<file path="config.mk">
export PLATFORM = sky130hd
export DESIGN_NAME = gpio_led_pwm
export DESIGN_NICKNAME = d
export VERILOG_FILES = /design/src/rtl/gpio_led_pwm.sv
export SDC_FILE = /design/constraint.sdc
export NUM_CORES = 1
export LEC_CHECK = 0
export BUFFER_PORTS_ARGS = -buffer_cell sky130_fd_sc_hd__buf_2
export CAP_MARGIN = 20
export CELL_PAD_IN_SITES_DETAIL_PLACEMENT = 1
export CELL_PAD_IN_SITES_GLOBAL_PLACEMENT = 1
export CORE_ASPECT_RATIO = 0.75
export CORE_MARGIN = 3
export CORE_UTILIZATION = 45
export DETAILED_ROUTE_END_ITERATION = 8
export PLACE_DENSITY = 0.93
export SETUP_SLACK_MARGIN = 0.15
export SKIP_CTS_REPAIR_TIMING = 1
export SLEW_MARGIN = 10
export SYNTH_ARGS = -nofsm -noshare
export SYNTH_HDL_FRONTEND = slang
export SYNTH_SLANG_ARGS = --single-unit
</file>
<file path="constraint.sdc">
create_clock -name clk -period 4.5 [get_ports clk]
set_clock_uncertainty 0.2 [all_clocks]
set_input_delay 0.675 -clock clk [delete_from_list [all_inputs] [get_ports clk]]
set_output_delay 0.675 -clock clk [all_outputs]
set_load 0.05 [all_outputs]
</file>
<file path="src/rtl/gpio_led_pwm.sv">
// ---------------------------------------------------------------------------
// gpio_led_pwm
//
// Memory-mapped LED driver. It has a small register window on an iomem-style
// bus, and each LED channel can be driven off, on, as PWM, or as PWM gated by
// a slow blink phase.
//
// Register map (byte offsets from BASE_ADDR):
//   0x00        CTRL : [0] EN, [15:8] PRESC, [23:16] BLINKDIV
//   4*(n+1)     CHn  : [PWM_BITS-1:0] DUTY, [9:8] MODE
//   other       reads 0, writes ignored (still acknowledged)
//
// Ports:
//   clk          single clock, rising edge
//   resetn       synchronous active-low reset
//   iomem_valid  bus request
//   iomem_ready  one-cycle acknowledge, registered
//   iomem_wstrb  byte write strobes, all zero = read
//   iomem_addr   byte address
//   iomem_wdata  write data
//   iomem_rdata  read data, valid while iomem_ready=1
//   led          LED drive, bit n = channel n (registered)
// ---------------------------------------------------------------------------
module gpio_led_pwm #(
    parameter int          NUM_CH    = 4,
    parameter int          PWM_BITS  = 8,
    parameter logic [31:0] BASE_ADDR = 32'h0300_0000
) (
    input  logic              clk,
    input  logic              resetn,
    input  logic              iomem_valid,
    output logic              iomem_ready,
    input  logic [3:0]        iomem_wstrb,
    input  logic [31:0]       iomem_addr,
    input  logic [31:0]       iomem_wdata,
    output logic [31:0]       iomem_rdata,
    output logic [NUM_CH-1:0] led
);

    localparam logic [PWM_BITS-1:0] PCNT_MAX = '1;

    localparam logic [1:0] MODE_OFF   = 2'b00;
    localparam logic [1:0] MODE_ON    = 2'b01;
    localparam logic [1:0] MODE_PWM   = 2'b10;
    localparam logic [1:0] MODE_BLINK = 2'b11;

    // ------------------------------------------------------------------
    // Configuration registers
    // ------------------------------------------------------------------
    logic                ctrl_en;
    logic [7:0]          presc;
    logic [7:0]          blinkdiv;
    logic [PWM_BITS-1:0] duty [NUM_CH];
    logic [1:0]          mode [NUM_CH];

    // ------------------------------------------------------------------
    // Timebase state
    // ------------------------------------------------------------------
    logic [7:0]          presc_cnt;
    logic [PWM_BITS-1:0] pcnt;
    logic [7:0]          blink_cnt;
    logic                phase;
    logic                tick;
    logic                period_end;

    // ------------------------------------------------------------------
    // Bus decode
    // ------------------------------------------------------------------
    logic              hit;
    logic              accept;
    logic [5:0]        word_idx;
    logic              is_ctrl;
    logic [NUM_CH-1:0] ch_sel;
    logic [31:0]       rd_word;
    logic              unused_bits;

    assign hit      = iomem_valid && (iomem_addr[31:8] == BASE_ADDR[31:8]);
    // Blocking accept while ready is high forces a one-cycle gap between
    // acknowledges when a master holds valid across transactions.
    assign accept   = hit && !iomem_ready;
    assign word_idx = iomem_addr[7:2];
    assign is_ctrl  = (word_idx == 6'd0);

    // The byte-within-word bits and the unmapped write-data bits do not
    // reach any register.
    assign unused_bits = ^{iomem_addr[1:0], iomem_wdata, iomem_wstrb[3]};

    always_comb begin
        ch_sel = '0;
        for (int i = 0; i < NUM_CH; i++) begin
            ch_sel[i] = (word_idx == 6'(i + 1));
        end
    end

    always_comb begin
        rd_word = '0;
        if (is_ctrl) begin
            rd_word[0]     = ctrl_en;
            rd_word[15:8]  = presc;
            rd_word[23:16] = blinkdiv;
        end
        for (int i = 0; i < NUM_CH; i++) begin
            if (ch_sel[i]) begin
                rd_word[PWM_BITS-1:0] = duty[i];
                rd_word[9:8]          = mode[i];
            end
        end
    end

    // ------------------------------------------------------------------
    // Register file and bus response.
    // rdata is captured from the pre-write contents on the same edge that
    // commits the write, so a write returns the old register value.
    // ------------------------------------------------------------------
    always_ff @(posedge clk) begin
        if (!resetn) begin
            iomem_ready <= 1'b0;
            iomem_rdata <= '0;
            ctrl_en     <= 1'b0;
            presc       <= '0;
            blinkdiv    <= '0;
            for (int i = 0; i < NUM_CH; i++) begin
                duty[i] <= '0;
                mode[i] <= '0;
            end
        end else begin
            iomem_ready <= accept;
            if (accept) begin
                iomem_rdata <= rd_word;
                if (is_ctrl) begin
                    if (iomem_wstrb[0]) ctrl_en  <= iomem_wdata[0];
                    if (iomem_wstrb[1]) presc    <= iomem_wdata[15:8];
                    if (iomem_wstrb[2]) blinkdiv <= iomem_wdata[23:16];
                end
                for (int i = 0; i < NUM_CH; i++) begin
                    if (ch_sel[i]) begin
                        if (iomem_wstrb[0]) duty[i] <= iomem_wdata[PWM_BITS-1:0];
                        if (iomem_wstrb[1]) mode[i] <= iomem_wdata[9:8];
                    end
                end
            end
        end
    end

    // ------------------------------------------------------------------
    // Timebase: prescaler -> PWM counter -> blink divider.
    // The >= compares let a lowered PRESC/BLINKDIV take effect on the next
    // wrap instead of running the counter all the way around.
    // ------------------------------------------------------------------
    assign tick       = ctrl_en && (presc_cnt >= presc);
    assign period_end = tick && (pcnt == PCNT_MAX);

    always_ff @(posedge clk) begin
        if (!resetn || !ctrl_en) begin
            presc_cnt <= '0;
            pcnt      <= '0;
            blink_cnt <= '0;
            phase     <= 1'b0;
        end else begin
            if (tick) begin
                presc_cnt <= '0;
                pcnt      <= pcnt + PWM_BITS'(1);
            end else begin
                presc_cnt <= presc_cnt + 8'd1;
            end
            if (period_end) begin
                if (blink_cnt >= blinkdiv) begin
                    blink_cnt <= '0;
                    phase     <= ~phase;
                end else begin
                    blink_cnt <= blink_cnt + 8'd1;
                end
            end
        end
    end

    // ------------------------------------------------------------------
    // LED output stage
    // ------------------------------------------------------------------
    logic [NUM_CH-1:0] led_next;

    always_comb begin
        led_next = '0;
        for (int i = 0; i < NUM_CH; i++) begin
            unique case (mode[i])
                MODE_OFF:   led_next[i] = 1'b0;
                MODE_ON:    led_next[i] = 1'b1;
                MODE_PWM:   led_next[i] = (pcnt < duty[i]);
                MODE_BLINK: led_next[i] = (pcnt < duty[i]) && phase;
                default:    led_next[i] = 1'b0;
            endcase
        end
    end

    always_ff @(posedge clk) begin
        if (!resetn) begin
            led <= '0;
        end else begin
            led <= ctrl_en ? led_next : '0;
        end
    end

endmodule

</file>
; ---- Word-level counts from Yosys, hierarchy flattened
; Memories as Yosys holds them, arrays and structs flattened.
; Cells that the tools add are included.
[word_totals]
wordCells = 125
ramBits = 40
out_inout_bits = 37
in_bits = 71
reg_bits = 71
mem_count = 2
[memory_table]
columns = memory, depth, word_bits, read_ports, rd_clocked_by_memory_dff, write_ports, line
row1 = duty, 4, 8, 4, 0, 4, 53  ; logic [PWM_BITS-1:0] duty [NUM_CH];
row2 = mode, 4, 2, 4, 0, 4, 54  ; logic [1:0] mode [NUM_CH];
[op_classes]
n_mux = 54
bitwise_logic = 9
reduce_logical = 23
addsub = 3
magnitude_cmp = 6
n_eq_ne = 18
[ops]
columns = cell, count
row1 = 2-to-1 mux 10 bit, 4
row2 = 2-to-1 mux 8 bit, 5
row3 = 2-to-1 mux 1 bit, 36
row4 = less-than comparator 8 bit, 4
row5 = "adder 8 x 1 -> 8 bit, second input constant", 3
row6 = "equality test 24 x 18 -> 1 bit, second input constant", 1
row7 = "equality test 2 bit, second input constant", 8
row8 = >= comparator 8 bit, 2
row9 = 2-to-1 mux 16 bit, 1
row10 = case mux 1 bit (4 select lines), 4
row11 = "equality test 6 x 2 -> 1 bit, second input constant", 2
row12 = AND reduction 3 bit, 3
row13 = "equality test 2 x 1 -> 1 bit, second input constant", 4
row14 = "equality test 8 bit, second input constant", 1
row15 = logical AND 1 bit, 8
row16 = logical NOT 2 bit, 4
row17 = 2-to-1 mux 2 bit, 4
row18 = OR 1 bit, 8
row19 = "equality test 6 x 1 -> 1 bit, second input constant", 1
row20 = "equality test 6 x 3 -> 1 bit, second input constant", 1
row21 = logical NOT 6 bit, 1
row22 = AND reduction 2 bit, 2
row23 = logical NOT 1 bit, 3
row24 = OR reduction 2 bit, 1
row25 = 2 further kinds, 2

; ---- Longest topological paths before layout
; Gate-level depths: netlist (run 1).
[logic_depth]
depth_word = 7
ltp_mapped = 9

; ---- Least setup slack after synthesis (run 1)
; Ideal clock, no wire load.
[synth_timing]
path_type = input-to-reg
startpoint = in iomem_addr[9]
endpoint = mem duty[0][0] (enable)
path_slack_ns = 1.857
path_stages = 6
arrival_ns = 2.059
required_ns = 3.916
path_cell_list = nor4_1 > nand4_1 > nor2_1 > buf_2 > nand2_1 > o21ai_0
[synth_rtl]
columns = element, line
row1 = from (decl), 34  ; input logic [31:0] iomem_addr,
row2 = to (decl), 53

; ---- Worst setup path in the final report (run 1)
[layout_timing]
startpoint = reg presc_cnt[0]
endpoint = reg blink_cnt[5]
[layout_via]
elab_chain_cells = 3
[layout_lines]
columns = element, line
row1 = from (decl), 59  ; logic [7:0] presc_cnt;
row2 = from (signal assigned), 164  ; presc_cnt <= presc_cnt + 8'd1;
row3 = >= comparator 8 bit, 150  ; assign tick = ctrl_en && (presc_cnt >= presc);
row4 = logical AND 1 bit, 150
row5 = logical AND 1 bit, 151  ; assign period_end = tick && (pcnt == PCNT_MAX);
row6 = to (signal assigned), 171  ; blink_cnt <= blink_cnt + 8'd1;
row7 = to (decl), 61  ; logic [7:0] blink_cnt;
; No other way between the ends.
; A chain may end at the register's enable or synchronous reset.

==> impl_metrics.ini, run 1 <==
[setup_path]
reg2reg_from = presc_cnt[0]
worstPathMaxFanout = 13
cp.arrival_ns = 3.19
r2r-end = blink_cnt[5]
r2r_cells = 8
r2r_setup_slack_ns = 1.35
startpoint = presc_cnt[0]
required_ns = 4.54
cp_cell_sequence = inv_1, ha_1, nand2b_1, a2111o_1, a21oi_2, nor4_1, nand2_1, o41ai_1
path_class = reg2reg
critPathCaptureType = flip-flop
slowest_delay_ns = 0.82
start_kind = flip-flop
slowest_stage = nor4_1

[detailed_routing]
vias_per_cell = 6.03
wl_per_cell_um = 22.1
dr_total_vias = 5089
drt_iter0_markers = 644
firstDrtPassIters = 6
drt-total-wl_um = 18700
route.detailed.drc = 0
ant_nets = 0

[timing]
finalCritPeriodShare = 0.700
worstMarginPinSlew_ns = 0.885
slew_headroom = 0.405
rsz0062_at_grt = false
finalSetupTns_ns = 0
hold_viol_final = 0
worst_hold_slack_ns = 0.280
finalSetupViolations = 0
slew_viol_final = 0
max_clock_freq_mhz = 318
fin_crit_ns = 3.15

[hold_path]
holdPathStages = 1
min_from = iomem_rdata[14]
hold_end = iomem_rdata[14]
min_path_type = reg2reg

[pwr]
peakVddDrop_uv = 186
power.internal_w = 0.00158
swShare = 0.229
seqPwrFrac = 0.523
pwr-share-clk = 0.415
power_density_nw_per_um2 = 306
combPwrFrac = 0.062
p_leak_nw = 2.92
p_switching_w = 0.000469

[clock_tree]
cts.sinks = 111
cts.htree.levels = 3
root_buffer = clkbuf_16
clkSlewWorstSetupHoldPaths_ns = 0.07
cts_tree = yes
cts_buffer_depth = 2
cts_buffers = 9
insertion_delay_ns = 0.35

[grt]
grt_pass1_wl_um = 29600
grt_pass1_vias = 5455
grt_overflow = 0
antenna_found_initial = 0
grtUsageTotal = 0.265
grt_max_degree = 42

[synthesis]
synthCells = 590
async_flop_share = 0
ys_types = 53
synth_edf_count = 40
yosysSeqAreaShare = 0.453
synth_ff_type = dfxtp_1
syn_avg_cell_area_um2 = 9.82
netlist_area_um2 = 5790
synth-seq-cells = 111
yosysWarnings = 0

[die]
rows = 35
die_width_um = 137
start_util = 0.466
die_area_um2 = 14300
io_pins = 108
die_y_um = 104
core_um2 = 12400

[placement]
place_congestion = 0.891
io_buffers = 88
dpl.hpwl_um = 13500

[finish]
nNetsFinal = 791
drive_gt1_frac = 0.176
syn2layout_area_growth_pct = 15.3
antenna_cells = 0

[job]
drv_cap = 0

[status]
status = finished clean
## worst max-delay path, delay by kind of cell (launching register included)
kind                     cells  cell delay [ns]
AND/OR/NAND/NOR              3             1.27
buffers and inverters        1             0.07
adder cells (fa/ha/maj)      1             0.27
AO/OA/AOI/OAI                3             0.75
flip-flops                   1             0.46
## stage by stage
stage               area (µm²)   util  cells  power (W)  setup slack (ns)
finish                    6680  0.537    844    0.00204              1.35
global route              6680  0.537    844    0.00211              1.13
CTS                       6680  0.537    843    0.00205              1.37
detailed placement        6360  0.512    827    0.00121              1.23
global placement          6360  0.512    827    0.00120              1.47
floorplan                 5820      -    597    0.00116              1.86
## per-layer routing
| metal | GRT usage | part of all wire | vias up |
|---|---|---|---|
| met5 | 0 | 0 | - |
| met4 | 0.0798 | 0.027 | 0 |
| met3 | 0.0614 | 0.082 | 53 |
| met2 | 0.445 | 0.48 | 259 |
| met1 | 0.338 | 0.41 | 2518 |
| li1 | - | - | 2259 |
## final cells by class
class / count / area, µm²
inverter: 48 / 180
sequential: 111 / 2620
timing repair buffer: 96 / 500
clock inverter: 6 / 72.6
clock buffer: 10 / 239
multi-input combinational: 407 / 2860
fill: 1435 / 5750
tap: 166 / 208
## kinds of logic (layout without fill, tap and decap cells)
kind of cell | after synthesis | after routing | share of synthesized area
compound gates | 121 | 121 | 0.150
xor+xnor | 12 | 12 | 0.0181
fa+ha+maj | 47 | 47 | 0.101
buf+inv | 79 | 160 | 0.0587
flops | 111 | 111 | 0.453
mux | 21 | 21 | 0.0363
other cells | 1 | 8 | 0.000647
simple gates | 198 | 198 | 0.182
## cell usage in the layout (no fill, tap or decap), types with 3 or more instances in the layout
| cell type | count |
|---|---|
| buf_2 | 88 |
| dfxtp_1 | 71 |
| inv_1 | 48 |
| ha_1 | 47 |
| edfxtp_1 | 40 |
| nand2_1 | 38 |
| and2_1 | 36 |
| nor2_1 | 32 |
| o21ai_0 | 26 |
| nand3_1 | 23 |
| nor2b_1 | 21 |
| mux2i_1 | 21 |
| a22o_1 | 21 |
| a21oi_1 | 18 |
| and3_1 | 10 |
| o211a_1 | 10 |
| nand2b_1 | 9 |
| clkbuf_16 | 9 |
| conb_1 | 8 |
| buf_4 | 8 |
| nand4_1 | 7 |
| a22oi_1 | 7 |
| xnor2_1 | 6 |
| xor2_1 | 6 |
| a211oi_1 | 6 |
| a21o_1 | 6 |
| nor4_1 | 5 |
| nor3_1 | 4 |
| o2111ai_1 | 4 |
| or3_1 | 3 |
| o22ai_1 | 3 |
| o211ai_1 | 3 |
| a222oi_1 | 3 |
## worst max path at each step
stage	end	slack, ns	depth (start not counted)
floorplan	duty[0][0]	1.86	6
finish	blink_cnt[5]	1.35	8
CTS	blink_cnt[5]	1.37	8
detailed placement	duty[1][6]	1.23	7
global placement	presc[2]	1.47	7
global route	blink_cnt[5]	1.13	8
## synth_stat cells, types with 4 or more instances
cell,instances,area (µm²)
a211oi_1,6,45.0
a21o_1,6,45.0
a21oi_1,18,90.1
a22o_1,21,184
a22oi_1,7,52.6
and2_1,36,225
and3_1,10,62.6
buf_1,4,15.0
buf_2,5,25.0
buf_4,8,60.1
clkbuf_1,13,48.8
dfxtp_1,71,1420
edfxtp_1,40,1200
ha_1,47,588
inv_1,48,180
mux2i_1,21,210
nand2_1,38,143
nand2b_1,9,56.3
nand3_1,23,115
nand4_1,7,43.8
nor2_1,33,124
nor2b_1,21,131
nor3_1,4,20.0
nor4_1,5,31.3
o2111ai_1,4,35.0
o211a_1,10,100
o21ai_0,26,130
xnor2_1,6,52.6
xor2_1,6,52.6
## power by group through the flow
stage	Combinational (W)	Clock, W	Sequential, W
detailed placement	0.000121	0	0.00109
floorplan	0.0000709	0	0.00108
global placement	0.000111	0	0.00109
global route	0.000137	0.000901	0.00107
CTS	0.000124	0.000854	0.00107
finish	0.000127	0.000848	0.00107
## sequential cells by signal, summed over array words and instances, names as in the netlist
name,count
duty,32
iomem_rdata,24
blink_cnt,8
blinkdiv,8
mode,8
pcnt,8
presc,8
presc_cnt,8
led,4
ctrl_en,1
iomem_ready,1
phase,1
Note: power is estimated with default switching activity, not from simulation.
==> inputs of run 2 (changes only) <==
Settings changed: ABC_AREA from default to 1, CORE_UTILIZATION 45 to 37, PLACE_DENSITY 0.93 to 0.86.
Clock period 4.5 ns to 2.67 ns, I/O delays scaled along.
==> run 2 against run 1 <==
Critical path depth grew 2. Combinational power up 67%. Sequential share of layout area is 3.0 points lower. Clock-buffer cell count is the same. Synthesized cell count up 39%. Global-route usage shrank 7.3 points. Worst hold slack worse by 0.22 ns.
==> impl_metrics.ini, run 2 <==
[status]
status = finished clean

[synthesis]
synth_fa_ha_area_frac = 0.0946
syn_avg_cell_area_um2 = 7.59
synthSimpleGateAreaFrac = 0.273
netlist_area_um2 = 6220
ys_types = 38
synth_commonest_cells = nand2_1 (150), inv_1 (135), nor2_1 (123)
yosysWarnings = 0
synthMostInstantiatedCell = nand2_1
synth_edf_count = 40
netlist.area_leader.share = 0.229
synth_ff_type = dfxtp_1
muxShareOfSynthArea = 0
yosysSeqAreaShare = 0.422
synthCells = 819
synth.area.top_cells = dfxtp_1 (23%), edfxtp_1 (19%), ha_1 (9.5%), nand2_1 (9.1%), inv_1 (8.1%)
synth_top_family_by_area = simple AND/OR/NAND/NOR gates
yosysTopAreaCell = dfxtp_1
synthXorXnorAreaFrac = 0.0127
synth_compound_gate_area_share = 0.0918
synth-seq-cells = 111
async_flop_share = 0

[finish]
final_cell_mix = nand2_1 (149), inv_1 (135), nor2_1 (123), buf_2 (88), dfxtp_1 (71)
nNetsFinal = 1037
syn2layout_area_growth_pct = 16.3
stdcell_count = 1134
regMostFlops = duty
reg_top3 = duty (32), iomem_rdata (24)
layout_commonest_cell = nand2_1
drive_gt1_frac = 0.157
largest_reg_flops = 32

[clock_tree]
insertion_delay_ns = 0.36
root_buffer = clkbuf_16
clkSlewWorstSetupHoldPaths_ns = 0.08
cts_buffers = 9
cts_buffer_depth = 2
cts.sinks = 111
cts_tree = yes
cts.htree.levels = 3

[grt]
grt_pass1_vias = 5666
grt_max_degree = 27
grt_pass1_wl_um = 28500
grt_overflow = 0
grtUsageTotal = 0.192
antenna_found_initial = 0

[die]
die_width_um = 156
die_area_um2 = 18400
rows = 40
die_y_um = 118
io_pins = 108
core_um2 = 16200
start_util = 0.383

[detailed_routing]
drt-total-wl_um = 17500
firstDrtPassIters = 4
dr_total_vias = 5643
ant_nets = 0
route.detailed.drc = 0
vias_per_cell = 4.98
wl_per_cell_um = 15.5
drt_iter0_markers = 358

[timing]
worst_hold_slack_ns = 0.0561
slew_viol_final = 0
finalSetupTns_ns = 0
rsz0062_at_grt = false
fin_crit_ns = 2.22
slew_headroom = 0.633
max_clock_freq_mhz = 451
setup_ws_ns = 0.454
finalCritPeriodShare = 0.830
worstMarginPinSlew_ns = 0.549
finalSetupViolations = 0
hold_viol_final = 0

[setup_path]
worstPathMaxFanout = 9
r2r_cells = 10
cpMostUsedCell = nand2_1
cp.arrival_ns = 2.29
slowest_stage = dfxtp_1
slowest_delay_ns = 0.34
cp_cell_sequence = inv_1, ha_1, nand2_1, inv_1, nor2_1, o21a_1, nand2_1, nand2_1, nand2_2, nor3b_1
critPathCaptureType = flip-flop
required_ns = 2.75
start_kind = flip-flop
path_class = reg2reg

[placement]
dp_slack_ns = 0.349
io_buffers = 88
placedCellCount = 1118
place_congestion = 0.834
dpl.hpwl_um = 13400

[job]
drv_cap = 0

[pwr]
power_density_nw_per_um2 = 456
peakVddDrop_uv = 293
power_w = 0.00330
p_leak_nw = 3.43

[hold_path]
holdPathStages = 3
min_path_type = in2reg
-- run 2: cell types whose count changed after synthesis, sizes merged, moves of 20 or more --
cell,previous run,this run
inv,48,137
nor2b,21,1
mux2i,21,0
a22o,21,0
nor2,33,126
and2,36,0
nand3,23,59
nand2,38,153
a21oi,20,47
-- run 2: logic make-up (layout without fill, tap and decap cells) --
logic type | after synthesis | in the layout
AND/OR/NAND/NOR | 382 | 382
buffers and inverters | 164 | 261
flip-flops | 111 | 111
AO/OA/AOI/OAI | 105 | 105
adder cells (fa/ha/maj) | 47 | 47
XOR/XNOR | 9 | 9
other | 1 | 9
-- run 2: area by class of cell --
class / instances / area, µm²
Inverter: 139 / 523
Multi-Input combinational cell: 551 / 2970
Antenna cell: 1 / 2.50
Tap cell: 210 / 263
Fill cell: 2077 / 8980
Clock inverter: 5 / 35.0
Clock buffer: 10 / 239
Sequential cell: 111 / 2620
Timing Repair Buffer: 107 / 583
-- run 2: worst max-delay path: cells and delay by family, from the launching register on --
family                     cells  cell delay, ns
adders and majority gates      1            0.30
DFF                            1            0.34
AOI/OAI and AO/OA              1            0.17
buffers and inverters          2            0.10
and+or+nand+nor                6            1.01
-- run 2: path summary, 6_finish.rpt --
| check | from | end | slack [ns] |
|---|---|---|---|
| min | iomem_wdata[21] | blinkdiv[5] | 0.06 |
| min reg2reg | blinkdiv[4] | iomem_rdata[20] | 0.27 |
| max reg2reg | presc[7] | presc_cnt[4] | 0.45 |
| max | presc[7] | presc_cnt[4] | 0.45 |
-- run 2: metrics by stage --
step                 util  instance area (µm²)
floorplan               -                 6240
global placement    0.429                 6960
detailed placement  0.429                 6960
CTS                 0.446                 7230
global route        0.446                 7230
finish              0.446                 7230
-- run 2: routing by layer --
metal	GRT usage	vias to the layer above	part of all wire	wire length [µm]
met4	0.0536	0	0.016	281
met1	0.260	2664	0.47	8290
met2	0.316	123	0.46	8140
li1	-	2834	-	-
met5	0	-	0	0
met3	0.0351	22	0.048	834
-- run 2: report_power, final --
| part | switching [W] | internal [W] | total (W) |
|---|---|---|---|
| Clock | 0.000638 | 0.000654 | 0.00129 |
| Sequential | 0.0000139 | 0.00178 | 0.00179 |
| Combinational | 0.000142 | 0.0000704 | 0.000212 |
| Total | 0.000794 | 0.00250 | 0.00330 |
==> inputs of run 3 (changes only) <==
Clock period 2.67 ns to 2 ns, I/O delays scaled along.
==> run 3 against run 2 <==
The run now ends with negative setup slack left. Setup slack worse by 0.63 ns. Utilization rose by 10 points. Clock power rose by 37%. Wire length increased by 42%. Design area rose by 23%. Critical endpoint is now blink_cnt[4]. Largest cell class unchanged. Highest routed layer unchanged.
==> impl_metrics.ini, run 3 (synthesis results as in run 2) <==
[setup_path]
start_kind = flip-flop
cp_top_family = buffers and inverters
r2r_setup_slack_ns = -0.17
cp.arrival_ns = 2.27
slowest_stage = dfxtp_2
slowest_delay_ns = 0.35
cp_cell_sequence = inv_1, ha_1, nand2_1, inv_1, nand2_1, nand2_1, nand2_2, buf_6, a21oi_4, buf_12, clkbuf_16, nand3_4, a21oi_2
r2r_cells = 13
r2r-end = blink_cnt[4]
required_ns = 2.09
critPathCaptureType = flip-flop
worstPathMaxFanout = 8
path_class = reg2reg
critPathBufInv = 5
startpoint = presc[2]
reg2reg_from = presc[2]
cpMostUsedCell = nand2_1
crit_path_end = blink_cnt[4]
path_depth = 13

[clock_tree]
cts.sinks = 111
cts_buffers = 9
cts_tree = yes
cts_buffer_depth = 2
clkSlewWorstSetupHoldPaths_ns = 0.08
root_buffer = clkbuf_16
insertion_delay_ns = 0.37
cts.htree.levels = 3

[job]
drv_cap = 0

[die]
core_um2 = 16200
die_area_um2 = 18400
io_pins = 108
rows = 40
die_y_um = 118
start_util = 0.383
die_width_um = 156

[detailed_routing]
ant_nets = 0
drt-total-wl_um = 24900
firstDrtPassIters = 6
wl_per_cell_um = 20.8
dr_total_vias = 6539
drt_iter0_markers = 490
route.detailed.drc = 0
vias_per_cell = 5.47

[grt]
grt_overflow = 0
antenna_found_initial = 0
grtUsageTotal = 0.201
grt_pass1_vias = 6006
grt_pass1_wl_um = 29800
grt_max_degree = 32

[timing]
slew_viol_final = 0
finalSetupViolations = 71
slew_headroom = 0.662
finalCritPeriodShare = 1.09
fin_crit_ns = 2.17
max_clock_freq_mhz = 460
hold_viol_final = 0
worstMarginPinSlew_ns = 0.506
rsz0062_at_grt = true
setup_ws_ns = -0.175
worst_hold_slack_ns = 0.0124

[finish]
layout_commonest_cell = inv_1
stdcell_area_um2 = 8870
regMostFlops = duty
final_cell_mix = inv_1 (124), nand2_1 (116), buf_2 (88), nor2_1 (72), dfxtp_1 (56)
antenna_cells = 0
nNetsFinal = 1099
reg_top3 = duty (32), iomem_rdata (24)
multiInputGateArea_um2 = 3880
syn2layout_area_growth_pct = 42.6
filler_cell_count = 1952
drive_gt1_frac = 0.392
largest_reg_flops = 32
register_area_um2 = 2650

[placement]
io_buffers = 88
place_congestion = 0.849
dpl.hpwl_um = 14400
place_area_um2 = 7300
dp_slack_ns = -0.212

[hold_path]
min_path_type = in2reg
min_from = iomem_wdata[0]

[pwr]
peakVddDrop_uv = 408
p_leak_nw = 3.90
power_density_nw_per_um2 = 510
power_w = 0.00452

[status]
violations = negative setup slack
status = finished, violations left
-- run 3: cell count changes in the layout (fill, tap and decap cells not counted), moves of 18 or more --
cell,delta
a21oi_1,-19
a21oi_2,+18
buf_6,+18
buf_4,+26
nor2_1,-51
o21ai_0,-29
nand3_1,-29
nor2_2,+37
nand2_1,-33
nand2_2,+23
-- run 3: worst reg2reg max path: stages, from the launching register on --
cell and delay, ns:
dfxtp_2 0.35, inv_1 0.09, ha_1 0.29, nand2_1 0.05, inv_1 0.05, nand2_1 0.04, nand2_1 0.08, nand2_2 0.10
buf_6 0.13, a21oi_4 0.16, buf_12 0.14, clkbuf_16 0.17, nand3_4 0.08, a21oi_2 0.16
-- run 3: area by class of cell --
class	instances	share of cell area
multi-input combinational	552	0.437
sequential	111	0.298
timing repair buffer	168	0.143
inverter	139	0.0611
tap	210	0.0296
clock buffer	9	0.0254
clock inverter	7	0.00550
-- run 3: where the power goes --
| part | leakage, nW | switching [W] | internal, W |
|---|---|---|---|
| Clock | 0.129 | 0.000918 | 0.000850 |
| Combinational | 2.81 | 0.000239 | 0.000121 |
| Sequential | 0.959 | 0.0000245 | 0.00237 |
-- run 3: worst min-delay path by stage --
stage,to,cells past startpoint
6_report,ctrl_en,3
2_1_floorplan,blinkdiv[0],2
3_3_place_gp,iomem_rdata[21],2
3_5_place_dp,iomem_rdata[9],2
4_1_cts,blinkdiv[5],3
5_1_grt,blinkdiv[0],3
-- run 3: metrics by stage --
stage          utilization  setup TNS, ns  std cells
2_1_floorplan            -          -1.22        826
5_1_grt              0.547         -10.86       1196
4_1_cts              0.467          -2.61       1170
3_3_place_gp         0.450          -7.83       1154
3_5_place_dp         0.450         -13.19       1154
6_report             0.547          -5.57       1196
-- run 3: routing by layer --
layer / global-route usage / up-vias / routed length, µm
li1: - / 2969 / -
met1: 0.259 / 3220 / 9980
met2: 0.334 / 283 / 12600
met3: 0.0469 / 67 / 1470
met4: 0.0651 / 0 / 808
met5: 0 / - / 0
